### src/rtl/fir_ctrl_pkg.sv
// rtl/fir_ctrl_pkg.sv - shared constants and helpers for the FIR coefficient controller
// Purpose: default coefficient width, FSM state encoding and the tap-slice helper
//          used to place each tap on the flat coefficient bus.
// Ports:   none (package).
package fir_ctrl_pkg;

  localparam int DEF_COEF_W = 32;

  localparam logic [1:0] ST_IDLE    = 2'd0;
  localparam logic [1:0] ST_PENDING = 2'd1;
  localparam logic [1:0] ST_SETTLE  = 2'd2;

  // Lowest bit of tap k on a flat bus of coef_w-wide taps.
  function automatic int tap_lsb(input int k, input int coef_w);
    return k * coef_w;
  endfunction

endpackage

### src/rtl/fir_coef_bank.sv
// rtl/fir_coef_bank.sv - shadow + active coefficient register file
// Purpose: TAPS x COEF_W shadow bank written one tap at a time, and an active bank
//          loaded from the whole shadow bank in a single edge.
// Ports:   clk, rst_n       clock, synchronous active-low reset (clears both banks)
//          wr_en/wr_addr/wr_data  pre-qualified shadow write
//          copy_en          shadow -> active transfer strobe
//          active_flat      active bank, tap k at [COEF_W*k +: COEF_W]
module fir_coef_bank
  import fir_ctrl_pkg::*;
#(
  parameter int TAPS   = 27,
  parameter int COEF_W = DEF_COEF_W
) (
  input  logic                      clk,
  input  logic                      rst_n,
  input  logic                      wr_en,
  input  logic [$clog2(TAPS)-1:0]   wr_addr,
  input  logic [COEF_W-1:0]         wr_data,
  input  logic                      copy_en,
  output logic [TAPS*COEF_W-1:0]    active_flat
);

  logic [COEF_W-1:0] shadow [TAPS];
  logic [COEF_W-1:0] active [TAPS];

  // wr_en is only asserted for in-range addresses, so the index never overruns.
  always_ff @(posedge clk) begin
    if (!rst_n) begin
      for (int k = 0; k < TAPS; k++) begin
        shadow[k] <= '0;
        active[k] <= '0;
      end
    end else begin
      if (wr_en) shadow[wr_addr] <= wr_data;
      if (copy_en) active <= shadow;
    end
  end

  for (genvar k = 0; k < TAPS; k++) begin : g_flat
    assign active_flat[tap_lsb(k, COEF_W) +: COEF_W] = active[k];
  end

endmodule

### src/rtl/fir_coef_sched.sv
// rtl/fir_coef_sched.sv - FIR coefficient commit scheduler
// Purpose: qualifies host tap writes into the shadow bank, copies shadow to active on
//          the first input sample after a commit request, then holds out_valid low
//          for SETTLE input samples while the FIR delay line refills.
// Ports:   clk, rst_n                  clock, synchronous active-low reset
//          sample_en                   one strobe per FIR input sample
//          wr_en/wr_addr/wr_data       shadow tap write; wr_err pulses when rejected
//          commit_req / commit_ack     transfer request / pulse when active is updated
//          busy                        commit pending or settling
//          out_valid                   FIR output trustworthy
//          coefs                       flat active bank
module fir_coef_sched
  import fir_ctrl_pkg::*;
#(
  parameter int TAPS   = 27,
  parameter int COEF_W = DEF_COEF_W,
  parameter int SETTLE = 27
) (
  input  logic                      clk,
  input  logic                      rst_n,
  input  logic                      sample_en,
  input  logic                      wr_en,
  input  logic [$clog2(TAPS)-1:0]   wr_addr,
  input  logic [COEF_W-1:0]         wr_data,
  output logic                      wr_err,
  input  logic                      commit_req,
  output logic                      commit_ack,
  output logic                      busy,
  output logic                      out_valid,
  output logic [TAPS*COEF_W-1:0]    coefs
);

  localparam int CW = $clog2(SETTLE + 1);

  logic [1:0]    state;
  logic [CW-1:0] settle_cnt;
  logic          wr_ok;
  logic          copy_en;

  // Writes are frozen only while a copy is pending, so the committed image is
  // exactly what the shadow held when the request was accepted (plus that cycle's write).
  assign wr_ok   = wr_en && (32'(wr_addr) < TAPS) && (state != ST_PENDING);
  assign copy_en = (state == ST_PENDING) && sample_en;
  assign busy    = (state != ST_IDLE);

  fir_coef_bank #(
    .TAPS   (TAPS),
    .COEF_W (COEF_W)
  ) u_bank (
    .clk         (clk),
    .rst_n       (rst_n),
    .wr_en       (wr_ok),
    .wr_addr     (wr_addr),
    .wr_data     (wr_data),
    .copy_en     (copy_en),
    .active_flat (coefs)
  );

  always_ff @(posedge clk) begin
    if (!rst_n) begin
      state      <= ST_IDLE;
      settle_cnt <= '0;
      wr_err     <= 1'b0;
      commit_ack <= 1'b0;
      out_valid  <= 1'b0;
    end else begin
      wr_err     <= wr_en && !wr_ok;
      commit_ack <= copy_en;
      case (state)
        ST_IDLE: begin
          // A sample_en in the request cycle is deliberately not used for the copy.
          if (commit_req) state <= ST_PENDING;
        end
        ST_PENDING: begin
          if (sample_en) begin
            settle_cnt <= CW'(SETTLE);
            out_valid  <= 1'b0;
            state      <= ST_SETTLE;
          end
        end
        ST_SETTLE: begin
          // commit_req is ignored here; the host must retry once busy drops.
          if (sample_en) begin
            if (settle_cnt <= CW'(1)) begin
              settle_cnt <= '0;
              out_valid  <= 1'b1;
              state      <= ST_IDLE;
            end else begin
              settle_cnt <= settle_cnt - CW'(1);
            end
          end
        end
        default: state <= ST_IDLE;
      endcase
    end
  end

endmodule

### config.mk
export PLATFORM = sky130hd
export DESIGN_NAME = fir_coef_sched
export DESIGN_NICKNAME = d
export VERILOG_FILES = /design/src/rtl/fir_ctrl_pkg.sv /design/src/rtl/fir_coef_bank.sv /design/src/rtl/fir_coef_sched.sv
export SDC_FILE = /design/constraint.sdc
export NUM_CORES = 2
export LEC_CHECK = 0
export BUFFER_PORTS_ARGS = -buffer_cell sky130_fd_sc_hd__buf_2
export CAP_MARGIN = 20
export CORE_MARGIN = 4
export CORE_UTILIZATION = 45
export CTS_BUF_LIST = sky130_fd_sc_hd__clkbuf_4 sky130_fd_sc_hd__clkbuf_8
export DETAILED_ROUTE_END_ITERATION = 8
export GPL_ROUTABILITY_DRIVEN = 0
export PLACE_DENSITY = 0.63
export SYNTH_ARGS = -nofsm -noshare
export SYNTH_HDL_FRONTEND = slang
export SYNTH_SLANG_ARGS = --single-unit
### constraint.sdc
create_clock -name clk -period 2.4 [get_ports clk]
set_clock_uncertainty 0.15 [all_clocks]
set_input_delay 0.24 -clock clk [delete_from_list [all_inputs] [get_ports clk]]
set_output_delay 0.24 -clock clk [all_outputs]
set_load 0.005 [all_outputs]
Word level (Yosys, flattened, before mapping) --
Cells that the tools add are included.
Storage, ports and cells: register bits 1738, bits of input ports 42
Operators by class: add/subtract/negate cells 1, order comparisons 4, eq/ne operators 7, muxes and demuxes 16, bitwise operators 1, reduce and logical (&&, ||, !) cells 12
Operators with widths (count):
- bitwise mux 864 bit | 1
- demux 32 bit (select 5 bit) | 1
- two-way mux 32 bit | 1
- two-way mux 5 bit | 3
- case mux 5 bit (2 select lines) | 1
- two-way mux 2 bit | 4
- inequality test 2 bit, second input constant | 4
- AND reduction 4 bit | 2
- greater-or-equal comparator 6 bit, second input constant | 1
- less-than comparator 6 x 1 -> 1 bit, second input constant | 1
- inverter 5 -> 6 bit | 1
- case mux 2 bit (3 select lines) | 1
- <= comparator 5 x 1 -> 1 bit, second input constant | 1
- logical AND 1 bit | 5
- less-than comparator 5 bit, second input constant | 1
- subtractor 5 x 1 -> 5 bit, second input constant | 1
- nonzero test 2 bit | 2
- two-way mux 1 bit | 3
- AND reduction 3 bit | 1
- == test 2 x 1 -> 1 bit, second input constant | 1
- == test 2 bit, second input constant | 1
- logical NOT 2 bit | 1
- inequality test 2 x 1 -> 1 bit, second input constant | 1
- case mux 1 bit (2 select lines) | 1
- logical NOT 1 bit | 1

Longest topological paths before layout --
depth in word-level cells 6, depth in mapped cells 8

By module --
From an unflattened synthesis, not the netlist that was laid out.
Second synthesis, totals: cell total of the unflattened synthesis 5766, area total of the unflattened synthesis 63254.4 µm²
Modules (own cells, without submodules):
- fir_coef_bank | times used 1, cells an instance 5703, area an instance 62706.4 µm²
- fir_coef_sched | times used 1, cells an instance 63, area an instance 548.0 µm²

Least setup slack after synthesis --
OpenSTA, ideal clock, no wires.
path kind register -> register, start point reg state[1], end point reg u_bank.shadow[10] (netlist name), setup time 0.072 ns, data arrival time 1.580 ns, data required time 2.178 ns, setup slack 0.598 ns, cell stages (with the launch flop) 7, buffers on the path 2, cell sequence dfxtp_1 > nand2b_1 > buf_4 > o2111ai_4 > nor3_2 > buf_4 > mux2i_1
On the way: cells in the longest elaborated chain, start to end 2
Ends and longest elaborated chain:
- start: declaration | line fir_coef_sched.sv:35 | logic [1:0] state;
- start signal: assignment | line fir_coef_sched.sv:61 | state <= ST_IDLE;
- start signal: assignment | line fir_coef_sched.sv:72 | if (commit_req) state <= ST_PENDING;
- start signal: assignment | line fir_coef_sched.sv:78 | state <= ST_SETTLE;
- inequality test 2 x 1 -> 1 bit | line fir_coef_sched.sv:42 | assign wr_ok = wr_en && (32'(wr_addr) < TAPS) && (state != ST_PENDING);
- logical AND 1 bit | line fir_coef_sched.sv:42
- end signal: indexed assignment | line fir_coef_bank.sv:34 | if (wr_en) shadow[wr_addr] <= wr_data;
- end: declaration | line fir_coef_bank.sv:23 | logic [COEF_W-1:0] shadow [TAPS];
No other way between the ends. A chain may end at the register's enable or synchronous reset.

Final worst setup path --
start point reg state[0], end point out busy
On the way: cells in the longest elaborated chain, start to end 1
Ends and longest elaborated chain:
- nonzero test 2 bit | line fir_coef_sched.sv:44 | assign busy = (state != ST_IDLE);
- end: declaration | line fir_coef_sched.sv:28 | output logic busy,
No other way between the ends.

==> impl_metrics.py <==
metrics = {
    "outcome": {
        "status": "completed",
    },
    "placed_design": {
        "post-place-ws_ns": 0.1767,
        "place_hpwl_um": 152400,
        "placed_cells": 9360,
        "placed_area_mm2": 0.07142,
        "numPortBuffers": 909,
    },
    "power_and_ir_drop": {
        "powerDensity_mw_per_mm2": 767.4,
        "leakagePower_nw": 30.01,
        "peakVddDrop_mv": 0.4278,
    },
    "detailed_routing": {
        "vias": 52160,
        "drc_errors": 0,
        "postRouteAntennaNets": 0,
        "dr.pass1.iters": 6,
        "wire_per_inst_um": 23.34,
        "drtIter0Drc": 4438,
        "routed_wl_um": 231300,
        "via_per_inst": 5.262,
    },
    "synth": {
        "synthMuxAreaShare_pct": 11.01,
        "avgSynthCellArea_um2": 9.239,
        "yosys.area_share.adder_pct": 0.03904,
        "synth_nets": 6981,
        "synth_ff_type": "dfxtp_1",
        "synth_top_family_by_area": "simple AND/OR/NAND/NOR gates",
        "synthArstFlopShare_pct": 0,
        "yosys.area_share.simple_pct": 16.85,
        "syn_area_mm2": 0.06409,
        "synth_xor_area_share_pct": 0.02733,
        "ys_types": 45,
        "synth_seq_cells": 1738,
        "synth_edf_count": 0,
        "synthCells": 6937,
        "seq_area_frac_synth_pct": 54.29,
        "synth-compound-area-share_pct": 13.55,
        "yosysWarningCount": 0,
    },
    "clock_tree": {
        "root_buffer": "clkbuf_8",
        "clock_path_buffers": 4,
        "hold_buffers": 47,
        "post_cts_resize_count": 0,
        "clk_pin_slew_ns": 0.06,
        "cts_num_sinks": 1738,
        "post_cts_buffers": 0,
        "cts_max_level": 5,
        "cts-buffers-inserted": 302,
        "cts_tree": "yes",
        "insertion_delay_ns": 0.98,
    },
    "layout": {
        "area_growth_syn_to_layout_pct": 21.86,
        "fin_nets": 7865,
        "final_area_mm2": 0.07810,
        "finalNonFillerCells": 9913,
        "drive_gt1_share_pct": 21.11,
    },
    "worst_setup_path": {
        "crit_type": "register to output pin",
        "cp.required_ns": 2.01,
        "worstRegToRegCells": 6,
        "crit_fanout": 8,
        "endpoint_kind": "output pin",
        "max_stage_delay_ns": 0.37,
        "cp-start-kind": "register",
        "crit_path_top_delay_cell": "dfxtp_1",
        "path_cells": "or2_2 -> buf_2",
        "cp.arrival_ns": 1.82,
    },
    "sta": {
        "finalCritPeriodShare_pct": 92.02,
        "rsz0062_at_grt": "no",
        "tns_ns": 0,
        "finalMaxSlewViolations": 0,
        "timing.hold.ws_ns": 0.1677,
        "hold_viol": 0,
        "tightest_slew_ns": 0.7446,
        "fin_ws_ns": 0.1915,
        "fin_crit_ns": 2.208,
        "finalSetupViolCount": 0,
        "relSlewSlack_pct": 50.36,
        "max_freq_mhz": 452.8,
    },
    "run": {
        "max-cap-violations": 0,
    },
    "worst_hold_path": {
        "hold_class": "input port to register",
        "whs_path_depth": 4,
    },
    "global_routing": {
        "grt_pass1_wl_um": 327900,
        "grt_use_total_pct": 29.73,
        "grt_pass1_vias": 49480,
        "grt_antenna_before_repair": 8,
        "grt_max_degree": 146,
        "overflow": 0,
    },
    "floorplanning": {
        "die_h_um": 385.4,
        "ioPinCount": 910,
        "initial_utilization_pct": 45.27,
        "die_w_um": 385.4,
        "core_region_area_mm2": 0.1416,
        "dieArea_mm2": 0.1485,
        "rows": 138,
    },
}
-- final cells by class --
type	instances	area [µm²]
clock buffers	478	5966
fillers	12930	63480
well taps	1890	2365
diodes	7	17.52
repair buffers	1175	7950
inverters	3	11.26
flip-flops and latches	1738	34790
clock inverters	21	225.2
multi-input cells	4601	26770
-- synth_stat cells (all sizes together), types with 3 or more instances --
| master | count | area (µm²) |
|---|---|---|
| dfxtp | 1738 | 34790 |
| nor2b | 133 | 832.1 |
| a21oi | 3 | 18.77 |
| buf | 272 | 1493 |
| o21ai | 161 | 805.8 |
| a21boi | 1025 | 7695 |
| nor2 | 23 | 123.9 |
| nor3b | 6 | 50.05 |
| nand4 | 5 | 31.28 |
| clkbuf | 323 | 1212 |
| o2111ai | 3 | 78.83 |
| nor3 | 5 | 52.55 |
| inv | 3 | 11.26 |
| nand2 | 2343 | 8797 |
| nand3 | 160 | 800.8 |
| o21a | 4 | 30.03 |
| mux2i | 705 | 7057 |
-- flip-flops by register name, summed over array words and instances (netlist names) --
name                cells
u_bank.shadow         864
out_valid               1
u_bank.active_flat    864
commit_ack              1
settle_cnt              5
wr_err                  1
state                   2
-- critical path, delay by kind of cell, from the launching register on --
| family | cells | cell delay, ns |
|---|---|---|
| flops | 1 | 0.37 |
| simple gates | 1 | 0.37 |
| buf+inv | 1 | 0.14 |
-- metal layers --
layer / wire length [µm] / track usage [%]
met1: 99240 / 39.18
met2: 105300 / 47.35
met3: 18420 / 7.119
met4: 8427 / 11.23
met5: 0 / 0
-- logic make-up (layout without fill, tap and decap cells) --
group	after synthesis	after routing
flops	1738	1738
other cells	0	7
simple gates	2690	2690
xor+xnor	2	2
mux	705	705
compound gates	1202	1202
buf+inv	598	1677
fa+ha+maj	2	2
-- metrics by stage --
stage               util (%)  power, mW
global route           55.15      61.78
global placement       50.44      32.62
floorplan                  -      31.17
detailed placement     50.44      32.62
finish                 55.16      59.94
CTS                    55.15      60.37
-- layout by cell type (no fill, tap or decap), drive strengths merged, types with 2 or more instances in the layout --
cell type and instances:
clkbuf 478, mux2i 705, nand3 160, o21a 4, or3b 2, buf 1128
bufinv 4, o2111ai 3, a21boi 1025, inv 3, nand4 5, clkinvlp 8
a21oi 3, and2 2, dlygate4sd3 47, ha 2, nor2b 133, clkinv 9
nand2 2343, nor3b 6, nand3b 2, dfxtp 1738, nor3 5, and3b 2
and3 2, nor2 23, diode 7, o21ai 161
-- worst paths after layout --
kind | start | end | slack (ns)
hold reg to reg | u_bank.shadow[335] | u_bank.active_flat[527] | 0.25
setup / recovery | state[0] | busy | 0.19
setup reg to reg | state[0] | settle_cnt[2] | 0.23
hold / removal | wr_data[23] | u_bank.shadow[247] | 0.17
-- report_power, final --
group	internal (mW)	total (mW)	switching (mW)
clock	16.1	27.9	11.8
combinational	0.874	3.04	2.17
sequential	29.0	29.0	0.0712
(Power assumes the default switching activity.)
